<file path="src/rtl/carfield_region_responder.sv">
`default_nettype none
// +--------------------------------------------------------------------------------------------------+
// | carfield_region_responder: single-beat address-map responder with region decode and timeout.     |
// | Revision: 1.0                                                                                    |
// +--------------------------------------------------------------------------------------------------+
module carfield_region_responder #(
  parameter int unsigned                           NumRegions    = 4,
  parameter int unsigned                           AddrWidth     = 48,
  parameter int unsigned                           DataWidth     = 32,
  parameter logic [NumRegions-1:0]                 RegionEnable  = '1,
  parameter logic [NumRegions-1:0][AddrWidth-1:0]  RegionBase    = '0,
  parameter logic [NumRegions-1:0][AddrWidth-1:0]  RegionSize    = '0,
  parameter int unsigned                           TimeoutCycles = 256,
  parameter logic [31:0]                           ErrData       = 32'hBADCAB1E
) (
  input  logic                             clk_i,
  input  logic                             rst_i,
  input  logic                             req_valid_i,
  output logic                             req_ready_o,
  input  logic [AddrWidth-1:0]             req_addr_i,
  input  logic                             req_write_i,
  input  logic [DataWidth-1:0]             req_wdata_i,
  input  logic [DataWidth/8-1:0]           req_wstrb_i,
  output logic                             rsp_valid_o,
  input  logic                             rsp_ready_i,
  output logic [DataWidth-1:0]             rsp_rdata_o,
  output logic                             rsp_error_o,
  output logic [NumRegions-1:0]            tgt_req_o,
  output logic [AddrWidth-1:0]             tgt_addr_o,
  output logic                             tgt_write_o,
  output logic [DataWidth-1:0]             tgt_wdata_o,
  output logic [DataWidth/8-1:0]           tgt_wstrb_o,
  input  logic [NumRegions-1:0]            tgt_ready_i,
  input  logic [NumRegions*DataWidth-1:0]  tgt_rdata_i,
  input  logic [NumRegions-1:0]            tgt_error_i,
  output logic                             timeout_o
);

  localparam int unsigned StrbWidth = DataWidth / 8;
  localparam int unsigned IdxWidth  = (NumRegions > 1) ? $clog2(NumRegions) : 1;
  localparam int unsigned CntWidth  = $clog2(TimeoutCycles + 1);

  localparam logic [CntWidth-1:0]    CntLast     = CntWidth'(TimeoutCycles - 1);
  localparam logic [DataWidth+31:0]  ErrDataWide = {{DataWidth{1'b0}}, ErrData};
  localparam logic [DataWidth-1:0]   ErrDataW    = ErrDataWide[DataWidth-1:0];

  localparam logic [1:0] StIdle = 2'd0;
  localparam logic [1:0] StFwd  = 2'd1;
  localparam logic [1:0] StResp = 2'd2;

  logic [1:0]            state_q, state_d;
  logic [IdxWidth-1:0]   idx_q, idx_d;
  logic [CntWidth-1:0]   cnt_q, cnt_d;
  logic [AddrWidth-1:0]  addr_q, addr_d;
  logic                  write_q, write_d;
  logic [DataWidth-1:0]  wdata_q, wdata_d;
  logic [StrbWidth-1:0]  wstrb_q, wstrb_d;
  logic [DataWidth-1:0]  rdata_q, rdata_d;
  logic                  error_q, error_d;
  logic                  timeout_q, timeout_d;

  logic [NumRegions-1:0] w_hit;
  logic                  w_any_hit;
  logic [IdxWidth-1:0]   w_hit_idx;
  logic [DataWidth-1:0]  w_tgt_rdata [NumRegions];
  logic                  w_sel_ready;
  logic                  w_sel_error;
  logic [DataWidth-1:0]  w_sel_rdata;
  logic [NumRegions-1:0] w_tgt_req;

  // Region end is computed one bit wider so a region reaching the top of the map cannot wrap.
  for (genvar r = 0; r < NumRegions; r++) begin : g_region
    localparam logic [AddrWidth:0] RegionEnd = {1'b0, RegionBase[r]} + {1'b0, RegionSize[r]};
    assign w_hit[r]       = RegionEnable[r]
                            && (req_addr_i >= RegionBase[r])
                            && ({1'b0, req_addr_i} < RegionEnd);
    assign w_tgt_rdata[r] = tgt_rdata_i[r*DataWidth +: DataWidth];
  end

  // Scanning downwards lets the lowest matching index overwrite any higher one.
  always_comb begin
    w_any_hit = 1'b0;
    w_hit_idx = '0;
    for (int r = NumRegions - 1; r >= 0; r--) begin
      if (w_hit[r]) begin
        w_any_hit = 1'b1;
        w_hit_idx = IdxWidth'(r);
      end
    end
  end

  assign w_sel_ready = tgt_ready_i[idx_q];
  assign w_sel_error = tgt_error_i[idx_q];
  assign w_sel_rdata = w_tgt_rdata[idx_q];

  always_comb begin
    w_tgt_req = '0;
    if (state_q == StFwd) begin
      w_tgt_req[idx_q] = 1'b1;
    end
  end

  always_comb begin
    state_d   = state_q;
    idx_d     = idx_q;
    cnt_d     = cnt_q;
    addr_d    = addr_q;
    write_d   = write_q;
    wdata_d   = wdata_q;
    wstrb_d   = wstrb_q;
    rdata_d   = rdata_q;
    error_d   = error_q;
    timeout_d = 1'b0;
    case (state_q)
      StIdle: begin
        if (req_valid_i) begin
          addr_d  = req_addr_i;
          write_d = req_write_i;
          wdata_d = req_wdata_i;
          wstrb_d = req_wstrb_i;
          if (w_any_hit) begin
            idx_d   = w_hit_idx;
            cnt_d   = '0;
            state_d = StFwd;
          end else begin
            rdata_d = ErrDataW;
            error_d = 1'b1;
            state_d = StResp;
          end
        end
      end
      StFwd: begin
        // A completion in the final allowed cycle takes priority over the timeout.
        if (w_sel_ready) begin
          rdata_d = write_q ? '0 : w_sel_rdata;
          error_d = w_sel_error;
          state_d = StResp;
        end else if (cnt_q == CntLast) begin
          rdata_d   = ErrDataW;
          error_d   = 1'b1;
          timeout_d = 1'b1;
          state_d   = StResp;
        end else begin
          cnt_d = cnt_q + CntWidth'(1);
        end
      end
      StResp: begin
        if (rsp_ready_i) begin
          state_d = StIdle;
        end
      end
      default: begin
        state_d = StIdle;
      end
    endcase
  end

  always_ff @(posedge clk_i) begin
    if (rst_i) begin
      state_q   <= StIdle;
      idx_q     <= '0;
      cnt_q     <= '0;
      addr_q    <= '0;
      write_q   <= 1'b0;
      wdata_q   <= '0;
      wstrb_q   <= '0;
      rdata_q   <= '0;
      error_q   <= 1'b0;
      timeout_q <= 1'b0;
    end else begin
      state_q   <= state_d;
      idx_q     <= idx_d;
      cnt_q     <= cnt_d;
      addr_q    <= addr_d;
      write_q   <= write_d;
      wdata_q   <= wdata_d;
      wstrb_q   <= wstrb_d;
      rdata_q   <= rdata_d;
      error_q   <= error_d;
      timeout_q <= timeout_d;
    end
  end

  assign req_ready_o = (state_q == StIdle) && !rst_i;
  assign rsp_valid_o = (state_q == StResp);
  assign rsp_rdata_o = rdata_q;
  assign rsp_error_o = error_q;
  assign tgt_req_o   = w_tgt_req;
  assign tgt_addr_o  = addr_q;
  assign tgt_write_o = write_q;
  assign tgt_wdata_o = wdata_q;
  assign tgt_wstrb_o = wstrb_q;
  assign timeout_o   = timeout_q;

endmodule
`default_nettype wire

</file>
<file path="config.mk">
export PLATFORM = sky130hd
export DESIGN_NAME = carfield_region_responder
export DESIGN_NICKNAME = d
export VERILOG_FILES = /design/src/rtl/carfield_region_responder.sv
export SDC_FILE = /design/constraint.sdc
export NUM_CORES = 1
export LEC_CHECK = 0
export CAP_MARGIN = 20
export CORE_AREA = 2 2 137 139
export DETAILED_ROUTE_END_ITERATION = 8
export DIE_AREA = 0 0 139 141
export DONT_BUFFER_PORTS = 1
export HOLD_SLACK_MARGIN = 0.08
export PLACE_DENSITY = 0.46
export SLEW_MARGIN = 20
export SYNTH_ARGS = -nofsm -noshare
export SYNTH_HDL_FRONTEND = slang
export SYNTH_SLANG_ARGS = --single-unit
</file>
<file path="constraint.sdc">
create_clock -name clk_i -period 1.05 [get_ports clk_i]
set_input_delay 0.1575 -clock clk_i [delete_from_list [all_inputs] [get_ports clk_i]]
set_output_delay 0.1575 -clock clk_i [all_outputs]
set_load 0.01 [all_outputs]
</file>
* Word level (Yosys, flattened, before mapping) *
Cells that the tools add are included.

cells by class
  bitwise gates (word level) = 3
  eq/ne operators = 6
  reductions and logical operators = 9
  add/subtract/negate cells = 1
  multiplexer cells = 16

operator list
  cell                 count
  $mux 32              4
  $pmux 32 s2          1
  $add 9x1->9 const B  1
  $eq 9x8->1 const B   1
  $reduce_and 3->1     3
  $mux 2               4
  $pmux 2 s3           1
  $mux 1               5
  $ne 3x2->1 const B   1
  $not 1->1            3
  $reduce_or 3->1      1
  $eq 2x1->1 const B   1
  $eq 2x2->1 const B   1
  $logic_not 2->1      1
  $ne 2x1->1 const B   1
  $ne 2x2->1 const B   1
  $pmux 1 s2           1
  $reduce_and 2->1     1
  $reduce_bool 2->1    1
  $logic_and 1x1->1    1
  $logic_not 1->1      1

storage, ports and cells
  register bits = 130
  output and inout bits = 125
  input port bits = 225
  logic and storage cells = 44

* Depth between registers and ports, before layout *
  depth in word-level cells = 4
  mapped depth = 4
  depth with buffers taken out = 2

* Least setup slack after synthesis *
OpenSTA, ideal clock, no wires.

  path kind = register to register
  start = register state_q[1]
  end = register addr_q[0], in the netlist tgt_addr_o[0]
  period minus slack after synthesis = 1.113 ns
  stages on the path, launching flop included = 5
  library setup time = 0.116 ns
  setup slack = -0.063 ns
  data arrival time = 0.997 ns
  buffers on the path = 2
  data required time = 0.934 ns
  cells stage by stage = dfxtp_1 buf_6 buf_2 nand4bb_1 o21ai_2

between the ends
  word-level cells in the longest chain between the ends = 2

ends and longest elaborated chain
  element                            RTL line  RTL
  start, declared                    51        logic [1:0] state_q, state_d;
  start signal, assigned             160       state_q <= StIdle;
  start signal, assigned             171       state_q <= state_d;
  $logic_not 2->1                    114       case (state_q)
  $reduce_and 2->1 (no source line)  n/a
  end signal, assigned               174       addr_q <= addr_d;
  end, declared                      54        logic [AddrWidth-1:0] addr_q, addr_d;

Every way passes these cells.
A chain may end at the register's enable or synchronous reset.

* Worst setup path after layout *
  start = register state_q[1]
  end = register addr_q[2], in the netlist tgt_addr_o[2]

The elaborated chain is that of the path after synthesis.

==> results.md <==
- Sequential share of power: 0.461
- Hold WC Path Type: input pin to register
- Max-Cap Viols: 0
- GRT Resource Usage Total: 0.127
- Sequential area share after synthesis: 0.394
- CTS Buf Count: 9
- CTS tree: done
- Switching pwr: about 0.0022 W
- Switching share of power: 0.263
- Pwr dens: about 1400 nW/um^2
- Max clock buf depth: 2
- Violated checks: negative hold slack, negative setup slack
- Largest net degree at the start of global routing: 174
- Core box area: 18,300 sq um
- Layout Nets: approximately 720
- Die Height: 141 microns
- Worst path cell trace: buf_6 -> nor2b_4 -> buf_12 -> buf_12 -> buf_12 -> buf_6 -> o21ai_2
- Endpoint type of the worst setup path: register
- Vias in the first global route: 3,450
- Crit path time final: around 1200 ps
- Detailed Place HPWL: 6620 microns
- Share of cells above drive strength 1: 0.223
- Routed wire length: 12,600 microns
- Crit-path max FO: 7
- Top-Level Pins: 350
- Grt total ovfl: 0
- Drc violations: 0
- Area added between synthesis and finish: 36.7%
- Top Layer Used: met4
- Clock share of power: 0.367
- Synth Register Bits: slightly below 90
- RSZ-0062 raised after global routing: yes
- Clk_skew: 5.77 ps
- Area share of the largest cell type after synthesis: 0.394
- Overall via count from detail_route: 3,364
- Die Width: roughly 140 microns
- DR WL/cell: roughly 17 microns
- Synthesized area: 4420 sq um
- Placed cell area: ~4500 sq um
- Crit path kind: register to register
- Syn Area/Cell: 10.2 sq um
- Top area cells in the synthesized netlist: dfxtp_1 39%, nand4bb_1 22%, nand2b_1 12%
- Htree depth: 3
- Die footprint: just under 20,000 sq um
- Final setup viols: 107
- Comb power frac: 0.172
- Antenna violations before repair: 0
- Met3 wire length: about 920 microns
- Placer Congestion: 0.709
- Design area: 6040 sq um
- ANT nets after route: 0
- Row cnt: 50
- Final Hold Viols: 9
- Crit-path max cell delay: 350 ps
- CTS sink cnt: 87
- 1st-pass router iterations: 4
- Critical Path Slowest Stage Cell: dfxtp_4
- Cell repeated most along the worst path: buf_12
- Clk root buf: clkbuf_16
- Routed met2 length: 5950 microns
- WL met1: 5510 microns
- Leakage: ~2.1 nW
- Iter 0 DRT Violations: between 100 and 150
- Outcome: finished, violations left
- Post-route setup slack: -163 ps
- Final period utilization: 1.16
- WP data arrival: 1450 ps
- Top cell type by total area after synthesis: dfxtp_1
- Clock latency on the worst-skew pair: 340 ps
- Yosys cell types: 17
- Clk pin slew, worst setup/hold paths: 60 ps
- Vias/cell: 4.57
- Global-route wire length before repair: 19,500 microns
- P_int: between 0.006 and 0.007 W
- CP startpoint kind: register
- Starting density of the core: 0.242
- Highest clock rate: between 0.8 and 0.9 GHz
- Peak VDD IR: 696 uV
- IO Port Bufs: 0
- Pre-CTS setup slack: -58.8 ps
- Max-slew violations: 0
- Yosys warns: 0
- Antenna cell count: 0
- CP required: between 1000 and 1500 ps
- Cell count after synthesis: 433
- Worst hold slack: -107 ps
[worst paths after layout]
path	startpoint	end	slack (ps)	cells after the start
max	state_q[1]$_SDFFE_PP0P_	tgt_addr_o[2]$_SDFFE_PP0P_	-160	7
min	rst_i	state_q[1]$_SDFFE_PP0P_	-110	1
max reg2reg	state_q[1]$_SDFFE_PP0P_	tgt_addr_o[2]$_SDFFE_PP0P_	-160	7
min reg2reg	rsp_rdata_o[29]$_SDFFE_PP0P_	rsp_rdata_o[29]$_SDFFE_PP0P_	480	2
[synth_stat cells (all sizes together)]
| cell type | instances |
|---|---|
| nor2b | 1 |
| nand4bb | 85 |
| nand2b | 87 |
| conb | 1 |
| clkbuf | 27 |
| nor2 | 1 |
| dfxtp | 87 |
| o21ai | 85 |
| buf | 56 |
| a21oi | 2 |
| inv | 1 |
[layout by cell type (no fill, tap or decap), drive strengths merged]
master       synthesis  layout
nand2b              87      87
dfxtp               87      87
nand4bb             85      85
o21ai               85      85
dlygate4sd3          0      82
buf                 56      34
conb                 1      18
clkbuf              27      14
clkinv               0       3
a21oi                2       2
clkinvlp             0       2
nor2                 1       1
nor2b                1       1
inv                  1       1
[critical path: cells and delay by family, from the launching register on]
family | cells | cell delay, ps
buffers and inverters | 5 | 600
DFF | 1 | 350
and+or+nand+nor | 1 | 120
AOI/OAI and AO/OA | 1 | 40
[layout make-up]
type / count / area (sq um)
clock buffers: 11 / 243
flip-flops and latches: 87 / 1750
well taps: 234 / 293
clock inverters: 5 / 33.8
repair buffers: 119 / 1450
inverters: 1 / 3.75
fillers: 1817 / 12200
multi-input cells: 279 / 2270
[layer usage]
metal  global-route usage  up-vias
li1                     -     1611
met1                0.160     1609
met2                0.198      129
met3               0.0435       15
met4               0.0558        0
met5                    0        -
[power by group through the flow]
stage / sequential [W] / combinational (W) / clock (W)
2_1_floorplan: 0.00382 / 0.000894 / 0
3_3_place_gp: 0.00386 / 0.000841 / 0
3_5_place_dp: 0.00386 / 0.000863 / 0
4_1_cts: 0.00379 / 0.00136 / 0.00320
5_1_grt: 0.00381 / 0.00152 / 0.00330
6_report: 0.00379 / 0.00141 / 0.00302
[sequential cells by signal, summed over array words and instances, names as in the netlist]
signal and cells:
rsp_rdata_o 1, state_q 1, tgt_addr_o 48, tgt_wdata_o 32, tgt_write_o 1, tgt_wstrb_o 4
[logic make-up (layout without fill, tap and decap cells)]
| group | Yosys count | count (layout) | synth area share |
|---|---|---|---|
| other cells | 1 | 18 | 0.000849 |
| buf+inv | 84 | 136 | 0.120 |
| compound gates | 87 | 87 | 0.141 |
| flops | 87 | 87 | 0.394 |
| simple gates | 174 | 174 | 0.344 |
[metrics by stage]
| stage | cells | utilization | hold WS, ps | power, W | TNS (ps) |
|---|---|---|---|---|---|
| after floorplan | 450 | - | 327 | 0.00471 | 0 |
| after global placement | 618 | 0.245 | 233 | 0.00470 | -1430 |
| after detailed placement | 618 | 0.245 | 240 | 0.00473 | -1980 |
| after CTS | 730 | 0.323 | -146 | 0.00835 | -12350 |
| after global routing | 736 | 0.331 | -125 | 0.00863 | -15230 |
| final | 736 | 0.331 | -107 | 0.00822 | -9900 |
[repair_timing]
action / 4_1_cts / 5_1_grt
endpoints found under the hold margin: 87 / 87
setup buffers: 11 / 2
pin swaps: 21 / 2
gates resized for setup: 24 / 6
hold buffers: 80 / 2
setup endpoints to repair: 93 / 109
gates cloned: 5 / 3
(Power assumes the default switching activity.)
